**src/rtl/bnn_img_pkg.sv**
```systemverilog
// Purpose: constants and state encoding shared by the image write path and the readback streamer.
// Latency: n/a (package only).
// Backpressure: n/a.
package bnn_img_pkg;
    localparam int IMG_BYTES  = 113;            // bytes per image; byte i = img[i*8 +: 8]
    localparam int TOTAL_BITS = IMG_BYTES * 8;  // 904-bit flattened image
    localparam int ADDR_W     = 7;              // byte pointer / tx_addr width

    typedef enum logic [1:0] {
        IDLE,
        STREAM,
        CKSUM,
        FINISH
    } stream_state_t;
endpackage

```
**src/rtl/image_byte_streamer_if.sv**
```systemverilog
// Purpose: byte-wide TX link (valid/ready) carrying image bytes and their index.
// Latency: n/a (wires only).
// Backpressure: sink deasserts tx_ready; source holds tx_data/tx_addr until accepted.
// Ports: tx_data (byte), tx_valid, tx_ready, tx_addr (byte index).
interface image_byte_streamer_if;
    import bnn_img_pkg::*;

    logic [7:0]        tx_data;
    logic              tx_valid;
    logic              tx_ready;
    logic [ADDR_W-1:0] tx_addr;

    modport master (output tx_data, output tx_valid, output tx_addr, input  tx_ready);
    modport slave  (input  tx_data, input  tx_valid, input  tx_addr, output tx_ready);
endinterface

```
**src/rtl/image_byte_streamer.sv**
```systemverilog
// Purpose: snapshot the 904-bit image on start and stream it out byte 0 first over a valid/ready link.
// Latency: first byte valid the cycle after start is sampled; done pulses the cycle after the last byte is accepted.
// Backpressure: tx_data/tx_addr hold while tx_valid && !tx_ready; nothing dropped or retracted.
// Ports: clk, rst_n (async, active-low), start, abort, img_in[903:0], tx (master modport:
//        tx_data, tx_valid, tx_ready, tx_addr), busy, done.
// Option: define IMG_STREAM_CHECKSUM_EN to append one XOR-of-all-bytes byte at tx_addr=113.
module image_byte_streamer
    import bnn_img_pkg::*;
(
    input  logic                    clk,
    input  logic                    rst_n,
    input  logic                    start,
    input  logic                    abort,
    input  logic [TOTAL_BITS-1:0]   img_in,
    image_byte_streamer_if.master   tx,
    output logic                    busy,
    output logic                    done
);
    localparam logic [ADDR_W-1:0] LAST_PTR = ADDR_W'(IMG_BYTES - 1);

    stream_state_t                state, state_nxt;
    logic [IMG_BYTES-1:0][7:0]    shadow;
    logic [ADDR_W-1:0]            ptr;
    logic [7:0]                   cur_byte;
    logic                         byte_hs;
    logic                         capture;

    assign cur_byte = shadow[ptr];
    assign byte_hs  = (state == STREAM) && tx.tx_ready;
    // abort beats start when both arrive in IDLE
    assign capture  = (state == IDLE) && start && !abort;

`ifdef IMG_STREAM_CHECKSUM_EN
    logic [7:0] cksum;

    // running XOR of accepted bytes; complete once byte 112 has been taken
    always_ff @(posedge clk or negedge rst_n) begin
        if (!rst_n) begin
            cksum <= '0;
        end else if (abort || capture) begin
            cksum <= '0;
        end else if (byte_hs) begin
            cksum <= cksum ^ cur_byte;
        end
    end
`endif

    always_ff @(posedge clk or negedge rst_n) begin
        if (!rst_n) begin
            state  <= IDLE;
            shadow <= '0;
            ptr    <= '0;
        end else begin
            state <= state_nxt;
            if (abort) begin
                ptr <= '0;
            end else if (capture) begin
                shadow <= img_in;
                ptr    <= '0;
            end else if (byte_hs && ptr != LAST_PTR) begin
                ptr <= ptr + 1'b1;
            end
        end
    end

    always_comb begin
        state_nxt   = state;
        tx.tx_valid = 1'b0;
        tx.tx_data  = 8'h00;
        tx.tx_addr  = '0;
        busy        = (state != IDLE);
        done        = 1'b0;

        case (state)
            IDLE: begin
                if (start) state_nxt = STREAM;
            end
            STREAM: begin
                tx.tx_valid = 1'b1;
                tx.tx_data  = cur_byte;
                tx.tx_addr  = ptr;
                if (byte_hs && ptr == LAST_PTR) begin
`ifdef IMG_STREAM_CHECKSUM_EN
                    state_nxt = CKSUM;
`else
                    state_nxt = FINISH;
`endif
                end
            end
`ifdef IMG_STREAM_CHECKSUM_EN
            CKSUM: begin
                tx.tx_valid = 1'b1;
                tx.tx_data  = cksum;
                tx.tx_addr  = ADDR_W'(IMG_BYTES);
                if (tx.tx_ready) state_nxt = FINISH;
            end
`endif
            FINISH: begin
                done      = 1'b1;
                state_nxt = IDLE;
            end
            default: state_nxt = IDLE;
        endcase

        if (abort) state_nxt = IDLE;
    end
endmodule

```
**src/flat_wrapper.sv**
```systemverilog
// flat-port wrapper written by rule: the top's interface ports become plain ports
module image_byte_streamer_flat import bnn_img_pkg::*;
  (clk, rst_n, start, abort, img_in, busy, done, tx_tx_data, tx_tx_valid, tx_tx_addr, tx_tx_ready);
  image_byte_streamer_if tx_i ();
  input  logic clk;
  input  logic rst_n;
  input  logic start;
  input  logic abort;
  input  logic [TOTAL_BITS-1:0] img_in;
  output logic busy;
  output logic done;
  output wire logic [$bits(tx_i.tx_data)-1:0] tx_tx_data;
  output wire logic [$bits(tx_i.tx_valid)-1:0] tx_tx_valid;
  output wire logic [$bits(tx_i.tx_addr)-1:0] tx_tx_addr;
  input wire logic [$bits(tx_i.tx_ready)-1:0] tx_tx_ready;
  assign tx_tx_data = tx_i.tx_data;
  assign tx_tx_valid = tx_i.tx_valid;
  assign tx_tx_addr = tx_i.tx_addr;
  assign tx_i.tx_ready = tx_tx_ready;
  image_byte_streamer u_core (.clk(clk), .rst_n(rst_n), .start(start), .abort(abort), .img_in(img_in), .tx(tx_i), .busy(busy), .done(done));
endmodule
```
**config.mk**
```make
export PLATFORM = sky130hd
export DESIGN_NAME = image_byte_streamer_flat
export DESIGN_NICKNAME = d
export VERILOG_FILES = /design/src/rtl/bnn_img_pkg.sv /design/src/rtl/image_byte_streamer_if.sv /design/src/rtl/image_byte_streamer.sv /design/src/flat_wrapper.sv
export SDC_FILE = /design/constraint.sdc
export NUM_CORES = 1
export LEC_CHECK = 0
export CORE_AREA = 2 2 357 359
export CTS_CLUSTER_SIZE = 40
export DETAILED_ROUTE_END_ITERATION = 10
export DIE_AREA = 0 0 359 361
export DONT_BUFFER_PORTS = 1
export PLACE_DENSITY_LB_ADDON = 0.08
export SYNTH_ARGS = -nofsm -noshare
export SYNTH_HDL_FRONTEND = slang
export SYNTH_SLANG_ARGS = --single-unit
```
**constraint.sdc**
```tcl
create_clock -name clk -period 3.05 [get_ports clk]
set_input_delay 0.61 -clock clk [delete_from_list [all_inputs] [get_ports clk]]
set_output_delay 0.61 -clock clk [all_outputs]
set_load 0.02 [all_outputs]
```
==> reports/summary.md, run 1 <==
The signed area change from the synthesized netlist to the final layout is 33.5%, and the number of cells in the finished layout apart from fillers is 7038. Once detail routing completed, the nets flagged for antenna violations numbered 0. The multi-input combinational cells in the finished layout cover a total of 18000 um2. The tools report the effective utilization at floorplan as 0.334. Share of final-layout standard cells stronger than drive strength 1: 0.140. The final reports fail on hold timing, setup timing.

At the pin with the least slew margin, the transition time is 1.36 ns. The wire length per cell is 24.4 um, and the worst supply voltage drop on vdd is 475 uV. Yosys printed 0 warnings. Measured along the x axis, the die boundary spans 359 um.

By area, the combinational part of the netlist is dominated by simple AND/OR/NAND/NOR gates. Setup violations remaining at the end of the flow were counted as 8. The final critical path time including I/O delays and setup was 4.03 ns. In this run the vertical extent of the chip is 361 um. For the worst hold margin, the log shows -0.392 ns. The number of H-tree levels is 3. The power per cell area was 640 nW/um2. In this run, the number of DRC markers left after iteration 0 of detailed routing was 3350. The deepest clock path buffer count is 3, and the total wire length is 171000 um.

The initial antenna violation count came out at 44. The tree is rooted in a sky130_fd_sc_hd__clkbuf_16. The most used flip-flop cell after synthesis is sky130_fd_sc_hd__dfrtp_1. The run gives 130 as the row count. The flow ran to the end, but the final reports show violations. The storage element area was 22900 um2; the overall via count from detail_route was 34387.

The netlist uses 50 different library cells. After synthesis the netlist holds a flip-flop and latch count of 913. The tools report the number of top-level design ports as 927. The number of remaining DRC errors was 0; the required time of the critical path was 2.44 ns. The clock transition at the registers of the reported paths came out at 0.06 ns. The portion of the clock cycle consumed by the worst path in the final layout is 1.32. For the part of the Yosys area used for sequential elements, the log shows 0.546. The worst-skew pair later-pin latency was 0.73 ns.

The proportion of synthesized area in mux cells is 0.130. The number of synthesized flops with an enable pin works out to 0. The tools report the max-capacitance violation count as 0. The worst setup path is of the register to output pin kind.

The area share of and/or/nand/nor cells after synthesis was 0.260. The number of failing hold endpoints at the final stage was 130; the accumulated negative setup slack was -7.35 ns. The first TritonRoute pass finished after 6 iterations. The logs give 35512 for the via count of the first global-routing pass and 0.0951 for the max-slew headroom at the worst pin. The net count of the finished layout came out at 6193. The worst-case setup margin in the final layout is -0.981 ns, and the via-per-instance ratio is 4.89. Summing every instance area after synthesis gives 41900 um2. In this run the worst hold path is classified as input pin to asynchronous set/reset pin. Setup repair after global routing could not meet its margin everywhere. The half-perimeter wire length of the detailed placement result is 128000 um, and the cell count after synthesis is 4549. The largest net degree at the start of global routing came out at 914. The global-route total usage across every layer is 0.260, and the wire length of the first global-routing pass is 245000 um. Routability-driven placement finished with a final weighted congestion of 0.822.

The floorplan step defined a core boundary enclosing 125000 um2. The sort of element at the end of the critical path was an output pin. In this run the tool buffered the top-level ports with 0 buffer cells.

Data arrives at the worst endpoint at 3.42 ns. The post-synthesis share of cell area spent on full adders, half adders and majority gates works out to 0.000598. The worst setup slack after placement came out at -1.06 ns.

The logs give 5460 for the number of nets in the synthesized netlist and 35.8 mW for the total power. TritonCTS built the clock tree. The tools report the max-slew violation total from the final report as 0. The startpoint identified for the worst register-to-register timing path is u_core.ptr[0]$_DFFE_PN0P_. The leakage power summed over all cells is 27.1 nW, and the clock skew after layout is 0.0226 ns. The worst setup path is launched from a register. Clock tree synthesis inserted a total of 108 buffers. The final global-route overflow total is 0. Area share of xor/xnor cells in the synthesized design: 0.00105.

Along the worst path, the maximum fanout reaches 7. Fill cell instance count of the final layout: 12075. The share of the synthesized area in compound gates (AO/OA/AOI/OAI) is 0.0261. Counting tap cells, the placed design contains a total of 6191 instances. The share of async-settable or async-resettable flops after synthesis works out to 1.00.

Derived from the worst setup path, the maximum achievable clock frequency is 0.248 GHz. The die covers 130000 um2. The number of clock sinks is 913, and the mean instance size in the synthesized netlist is 9.21 um2.

The launching element of the worst setup path is u_core.ptr[0]$_DFFE_PN0P_.
## cells in the mapped netlist, types with 3 or more instances
master,instances,share of area
sky130_fd_sc_hd__mux4_2,169,0.091
sky130_fd_sc_hd__dfrtp_1,913,0.55
sky130_fd_sc_hd__a31oi_1,3,0.00045
sky130_fd_sc_hd__buf_4,18,0.0032
sky130_fd_sc_hd__buf_2,122,0.015
sky130_fd_sc_hd__xor2_1,4,0.00084
sky130_fd_sc_hd__a32oi_1,12,0.0025
sky130_fd_sc_hd__mux4_1,4,0.0025
sky130_fd_sc_hd__buf_6,15,0.0040
sky130_fd_sc_hd__nand2_1,2769,0.25
sky130_fd_sc_hd__a22o_1,5,0.0010
sky130_fd_sc_hd__mux2_2,25,0.0067
sky130_fd_sc_hd__and2_1,7,0.0010
sky130_fd_sc_hd__nand3_1,32,0.0038
sky130_fd_sc_hd__a221oi_1,24,0.0050
sky130_fd_sc_hd__inv_1,5,0.00045
sky130_fd_sc_hd__nor2b_1,8,0.0012
sky130_fd_sc_hd__a21oi_1,31,0.0037
sky130_fd_sc_hd__o211ai_1,6,0.0011
sky130_fd_sc_hd__o21ai_0,9,0.0011
sky130_fd_sc_hd__a211oi_1,8,0.0014
sky130_fd_sc_hd__buf_1,8,0.00072
sky130_fd_sc_hd__clkbuf_1,120,0.011
sky130_fd_sc_hd__nor2_1,20,0.0018
sky130_fd_sc_hd__nor3_1,7,0.00084
sky130_fd_sc_hd__o21ai_1,6,0.00072
sky130_fd_sc_hd__a22oi_1,31,0.0056
sky130_fd_sc_hd__buf_12,7,0.0033
sky130_fd_sc_hd__o311ai_0,6,0.0013
sky130_fd_sc_hd__mux2i_1,125,0.030
sky130_fd_sc_hd__nand2b_1,7,0.0010
## worst max-delay path: stages (launching register included)
cell                       delay (ns)
sky130_fd_sc_hd__dfrtp_4         0.50
sky130_fd_sc_hd__buf_12          0.16
sky130_fd_sc_hd__buf_8           0.13
sky130_fd_sc_hd__mux4_2          0.41
sky130_fd_sc_hd__a22o_1          0.26
sky130_fd_sc_hd__a221oi_4        0.35
sky130_fd_sc_hd__buf_6           0.16
sky130_fd_sc_hd__o211ai_1        0.14
sky130_fd_sc_hd__a21oi_4         0.29
sky130_fd_sc_hd__nor3_4          0.13
sky130_fd_sc_hd__buf_6           0.15
## area by class of cell
type,count,share of cell area
inverters,5,0.000403
repair buffers,913,0.164
well taps,1650,0.0369
flip-flops and latches,913,0.409
multi-input cells,3341,0.322
clock buffers,150,0.0555
diodes,20,0.000895
clock inverters,46,0.0109
## kinds of logic (layout without fill, tap and decap cells)
family / count (synthesis) / after routing
flops: 913 / 913
simple gates: 2860 / 2860
buf+inv: 295 / 1114
xor+xnor: 5 / 5
fa+ha+maj: 2 / 2
other cells: 0 / 20
mux: 323 / 323
compound gates: 151 / 151
## layer usage
layer	part of all wire	wire length, um	GRT usage	vias up
met5	0.0011	186	0	-
met4	0.036	6210	0.0894	32
met3	0.060	10300	0.0619	285
met2	0.48	82100	0.427	1107
met1	0.42	72700	0.336	16848
li1	-	-	-	16115
## placed cells by master (no fill, tap or decap), drive strengths merged, types with 20 or more instances in the layout
cell	synthesis	routed
nand2	2769	2769
dlygate4sd3	0	605
dfrtp	913	913
nor2	20	20
nand3	32	32
diode	0	20
clkinv	0	26
buf	170	308
a221oi	24	24
mux4	173	173
mux2i	125	125
a22oi	31	31
clkbuf	120	150
mux2	25	25
a21oi	31	31
## through the flow
step / hold slack [ns] / util / area (um2)
floorplan: 0.314 / - / 41900
global placement: 0.382 / 0.360 / 45100
detailed placement: 0.389 / 0.360 / 45100
CTS: -0.393 / 0.443 / 55600
global route: -0.452 / 0.446 / 55900
finish: -0.392 / 0.446 / 55900
## repair_timing
| action | in CTS | in global routing |
|---|---|---|
| pin swaps | 27 | 14 |
| endpoints found under the setup margin | 13 | 8 |
| hold buffers | 604 | 1 |
| resized for setup | 107 | 27 |
| buffers inserted | 21 | 4 |
| endpoints found under the hold margin | 1517 | 131 |
| cloned | 1 | 0 |
## worst paths after layout
| kind | slack (ns) | depth (start not counted) | to |
|---|---|---|---|
| worst max-delay path | -0.98 | 10 | tx_tx_data[2] |
| worst min-delay path | -0.39 | 0 | u_core.shadow[815]$_DFFE_PN0P_ |
| worst max register to register | 0.25 | 12 | u_core.ptr[5]$_DFFE_PN0P_ |
| worst min register to register | 0.47 | 2 | u_core.shadow[49]$_DFFE_PN0P_ |
| max in group asynchronous | 1.27 | 2 | u_core.shadow[344]$_DFFE_PN0P_ |
| min in group clk | 0.04 | 2 | u_core.shadow[828]$_DFFE_PN0P_ |
## flip-flops by register name, indices dropped and copies added, names as in the netlist
name           flops
u_core.state       2
u_core.ptr         7
u_core.shadow    904
## where the power goes
group | internal, mW | switching, mW
clock network | 8.17 | 5.46
registers | 14.4 | 1.42
logic | 2.93 | 3.38
total | 25.5 | 10.3
(Power assumes the default switching activity.)
==> inputs of run 2 (changes only) <==
Settings changed: CAP_MARGIN set to 10.
==> results of run 2 <==
Final layout, timing and power as in run 1 (identical DEF).
==> inputs of run 3 (changes only) <==
Settings changed: CAP_MARGIN 10 to unset, DONT_BUFFER_PORTS 1 to unset.
==> run 3 against run 2 <==
The run ends with setup timing left; total power rose by 1.1%; clock-buffer cell count up 5; final cell count grew 4.8%; sequential cell count stayed put; register-to-register slack improved by 0.19 ns; critical path depth rose by 1; die area unchanged; sequential power hardly changed; non-clock buffer count rose by 345; largest power group unchanged.
==> reports/summary.md, run 3 (synthesized netlist as in run 1, its figures left out) <==
The number of H-tree levels was 3 (unchanged). The worst-case setup margin in the final layout is -1.02 ns (-0.0435 ns), and the detailed router's first-iteration violation count is 2973 (-11%). The tools report the remaining antenna violation count as 0 (unchanged).

The tools report the wire length of the first global-routing pass as 257000 um (+4.8%). The startpoint type of the worst setup path was a register. The number of search-and-repair iterations in the first detailed-routing pass is 5 (-1).

The overall via count from detail_route is 35984 (+4.6%), and the count of input and output buffers is 926 (+926). The logs give 6537 (+5.6%) for the net count of the finished layout and 125000 um2 (unchanged) for the core box area. The logs give 2.44 ns (about the same) for the required time of the critical path and 0 (unchanged) for the max-slew violation total from the final report. The flow ran to the end, but the final reports show violations.

The final critical path time including I/O delays and setup was 4.07 ns (+0.0435 ns). The wire length per cell was 24.2 um (-0.67%). The leakage power summed over all cells came out at 28.5 nW (+4.8%).

For the final weighted congestion in routability-driven placement, the log shows 0.843 (+2.6%). The number of flip-flops under the largest register name is 904 (unchanged). The final standard cell area without fillers is 59500 um2 (+6.4%).

The final global-route overflow total is 0 (unchanged). The critical path is of the register to output pin type. The row count came out at 130 (unchanged). In the final layout, the registers with the most flip-flops are u_core.shadow (904), u_core.ptr (7), u_core.state (2).

Power per cell area: 608 nW/um2 (-5.0%). The most numerous cell type found on the critical path is sky130_fd_sc_hd__buf_4. Setup repair after global routing could not meet its margin everywhere. The signal on the critical path passes through buf_12, buf_4, buf_8, mux4_2, a221oi_4, buf_4, o211ai_1, a21oi_2, buf_4, nor3_4, buf_6. Worst-skew pair later-pin latency: 0.70 ns (-0.03 ns). Worst hold margin: 0.398 ns (+0.790 ns). The total wire length is 178000 um (+4.1%). The leading cell type in the layout, fill and taps excluded was sky130_fd_sc_hd__nand2_1. The transition time of the tightest slew-check pin was 0.831 ns (-0.527 ns); the placed standard-cell area was 54500 um2 (+21%).

The max-capacitance violation count was 0 (unchanged); the number of failing hold endpoints at the final stage was 0 (-100%). Maximum single-stage delay on the critical path: 0.54 ns (+0.04 ns). The tools report the fmax as 0.245 GHz (-1.1%). Number of cells in the design after placement: 7112 (+15%). Data arrival at the endpoint of the critical path: 3.46 ns (+0.04 ns). Among cell families on the critical path, the largest total delay comes from buffers and inverters.

The top cell types in the final layout, fill and taps aside, are 2764 x sky130_fd_sc_hd__nand2_1, 912 x sky130_fd_sc_hd__clkdlybuf4s50_1, 908 x sky130_fd_sc_hd__dfrtp_1, 236 x sky130_fd_sc_hd__buf_4, 169 x sky130_fd_sc_hd__mux4_2. Vertical die dimension: 361 um (unchanged). The total clock buffers created by CTS was 107 (-0.93%); the worst supply voltage drop on vdd was 458 uV (-3.6%). The root buffer cell is sky130_fd_sc_hd__clkbuf_16. The tools report the clock skew after layout as 0.0141 ns (-0.00850 ns). The final reports fail on setup timing.

The tools report the number of clock sinks as 913 (unchanged). For the number of cells in the finished layout apart from fillers, the log shows 7374 (+4.8%). The largest register by flop count is u_core.shadow. The tools report the via count of the first global-routing pass as 37336 (+5.1%). The clock transition at the registers of the reported paths was 0.06 ns (about the same). The half-perimeter wire length of the detailed placement result was 139000 um (+7.9%); the share of final-layout standard cells stronger than drive strength 1 was 0.138 (-0.00184). Among all stages on the critical path, the largest delay is contributed by sky130_fd_sc_hd__dfrtp_4. The width of the die is 359 um (unchanged). The global-route total usage across every layer was 0.271 (+0.0115); the total power was 36.1 mW (+1.1%).

The logs give 8 (unchanged) for the setup-violating endpoint count in the final report and 0.474 (+0.0284) for the end-of-flow core utilization. The effective utilization at floorplan is 0.334 (unchanged), and the biggest fanout along the worst timing path is 6 (-1). For the number of top-level design ports, the log shows 927 (unchanged). The portion of the clock cycle consumed by the worst path in the final layout is 1.34 (+0.0143). The min-delay analysis places its worst path in the category input pin to asynchronous set/reset pin. STA classifies the critical path endpoint as an output pin. TritonCTS built the clock tree. The deepest clock path buffer count is 3 (unchanged). The max-slew headroom at the worst pin was 0.446 (+0.351); the largest net degree at the start of global routing was 131 (-86%). Number of buffers and inverters on the critical path: 6 (+2). The number of remaining DRC errors is 0 (unchanged), and the die footprint is 130000 um2 (unchanged). The via-per-instance ratio was 4.88 (-0.12%).

The signed area change from the synthesized netlist to the final layout is 42.0%, and the initial antenna violation count is 22 (-50%). The accumulated negative setup slack was -7.84 ns (-0.494 ns); the worst setup slack after placement was -1.40 ns (-0.334 ns).
## run 3: cell count changes in the layout (fill, tap and decap cells not counted), moves of 4 or more
cell / delta
sky130_fd_sc_hd__nand2_2: +4
sky130_fd_sc_hd__diode_2: -10
sky130_fd_sc_hd__clkdlybuf4s50_1: +912
sky130_fd_sc_hd__a32oi_2: +4
sky130_fd_sc_hd__mux2_2: -4
sky130_fd_sc_hd__clkbuf_1: +4
sky130_fd_sc_hd__nand2_1: -4
sky130_fd_sc_hd__bufinv_16: -4
sky130_fd_sc_hd__buf_4: +8
sky130_fd_sc_hd__dlygate4sd3_1: -604
sky130_fd_sc_hd__buf_12: +18
sky130_fd_sc_hd__mux2_4: +4
## run 3: cell type report
type / instances / area, um2
Timing Repair Buffer: 1258 / 12900
Fill cell: 12023 / 65900
Antenna cell: 10 / 25.0
Sequential cell: 913 / 22900
Clock buffer: 155 / 3120
Tap cell: 1650 / 2060
Inverter: 5 / 18.8
Clock inverter: 42 / 489
Multi-Input combinational cell: 3341 / 18000
## run 3: final timing paths
path	from	endpoint	slack [ns]	cells past startpoint
worst min-delay path	rst_n	u_core.shadow[852]$_DFFE_PN0P_	0.40	2
worst max register to register	u_core.ptr[1]$_DFFE_PN0P_	u_core.ptr[4]$_DFFE_PN0P_	0.44	12
worst max-delay path	u_core.ptr[0]$_DFFE_PN0P_	tx_tx_data[3]	-1.02	11
min in group clk	img_in[743]	u_core.shadow[743]$_DFFE_PN0P_	0.44	3
max in group asynchronous	rst_n	u_core.shadow[22]$_DFFE_PN0P_	1.55	3
worst min register to register	u_core.shadow[151]$_DFFE_PN0P_	u_core.shadow[151]$_DFFE_PN0P_	0.47	2
## run 3: timing repair
action,CTS,global route
setup endpoints to repair,15,10
gates cloned,6,0
pin swaps,32,32
hold buffers,1,0
endpoints found under the hold margin,17,0
gates resized for setup,126,55
setup buffers,36,18
## run 3: worst reg2reg max path, cell delays in order, from the launching register on
cell and delay (ns):
sky130_fd_sc_hd__dfrtp_4 0.55, sky130_fd_sc_hd__buf_4 0.21, sky130_fd_sc_hd__buf_16 0.18, sky130_fd_sc_hd__buf_8 0.17
sky130_fd_sc_hd__inv_1 0.08, sky130_fd_sc_hd__buf_4 0.13, sky130_fd_sc_hd__ha_1 0.14, sky130_fd_sc_hd__nand2_1 0.07
sky130_fd_sc_hd__o311a_1 0.33, sky130_fd_sc_hd__buf_4 0.19, sky130_fd_sc_hd__nand3_1 0.23, sky130_fd_sc_hd__xor2_1 0.17
sky130_fd_sc_hd__nor2_1 0.05
## run 3: power by group
part / switching [mW] / leakage (nW) / internal, mW / total [mW]
registers: 1.45 / 11.3 / 14.4 / 15.9
clock network: 5.39 / 1.79 / 7.85 / 13.2
logic: 3.51 / 15.3 / 3.55 / 7.06
## run 3: routing by layer
layer  part of all wire  vias to the layer above  global-route usage  wire, um
met4              0.029                       10              0.0871      5210
met3              0.059                      209              0.0491     10500
met5            0.00039                        -                   0        70
li1                   -                    16783                   -         -
met1               0.42                    17841               0.359     75800
met2               0.49                     1141               0.452     86800
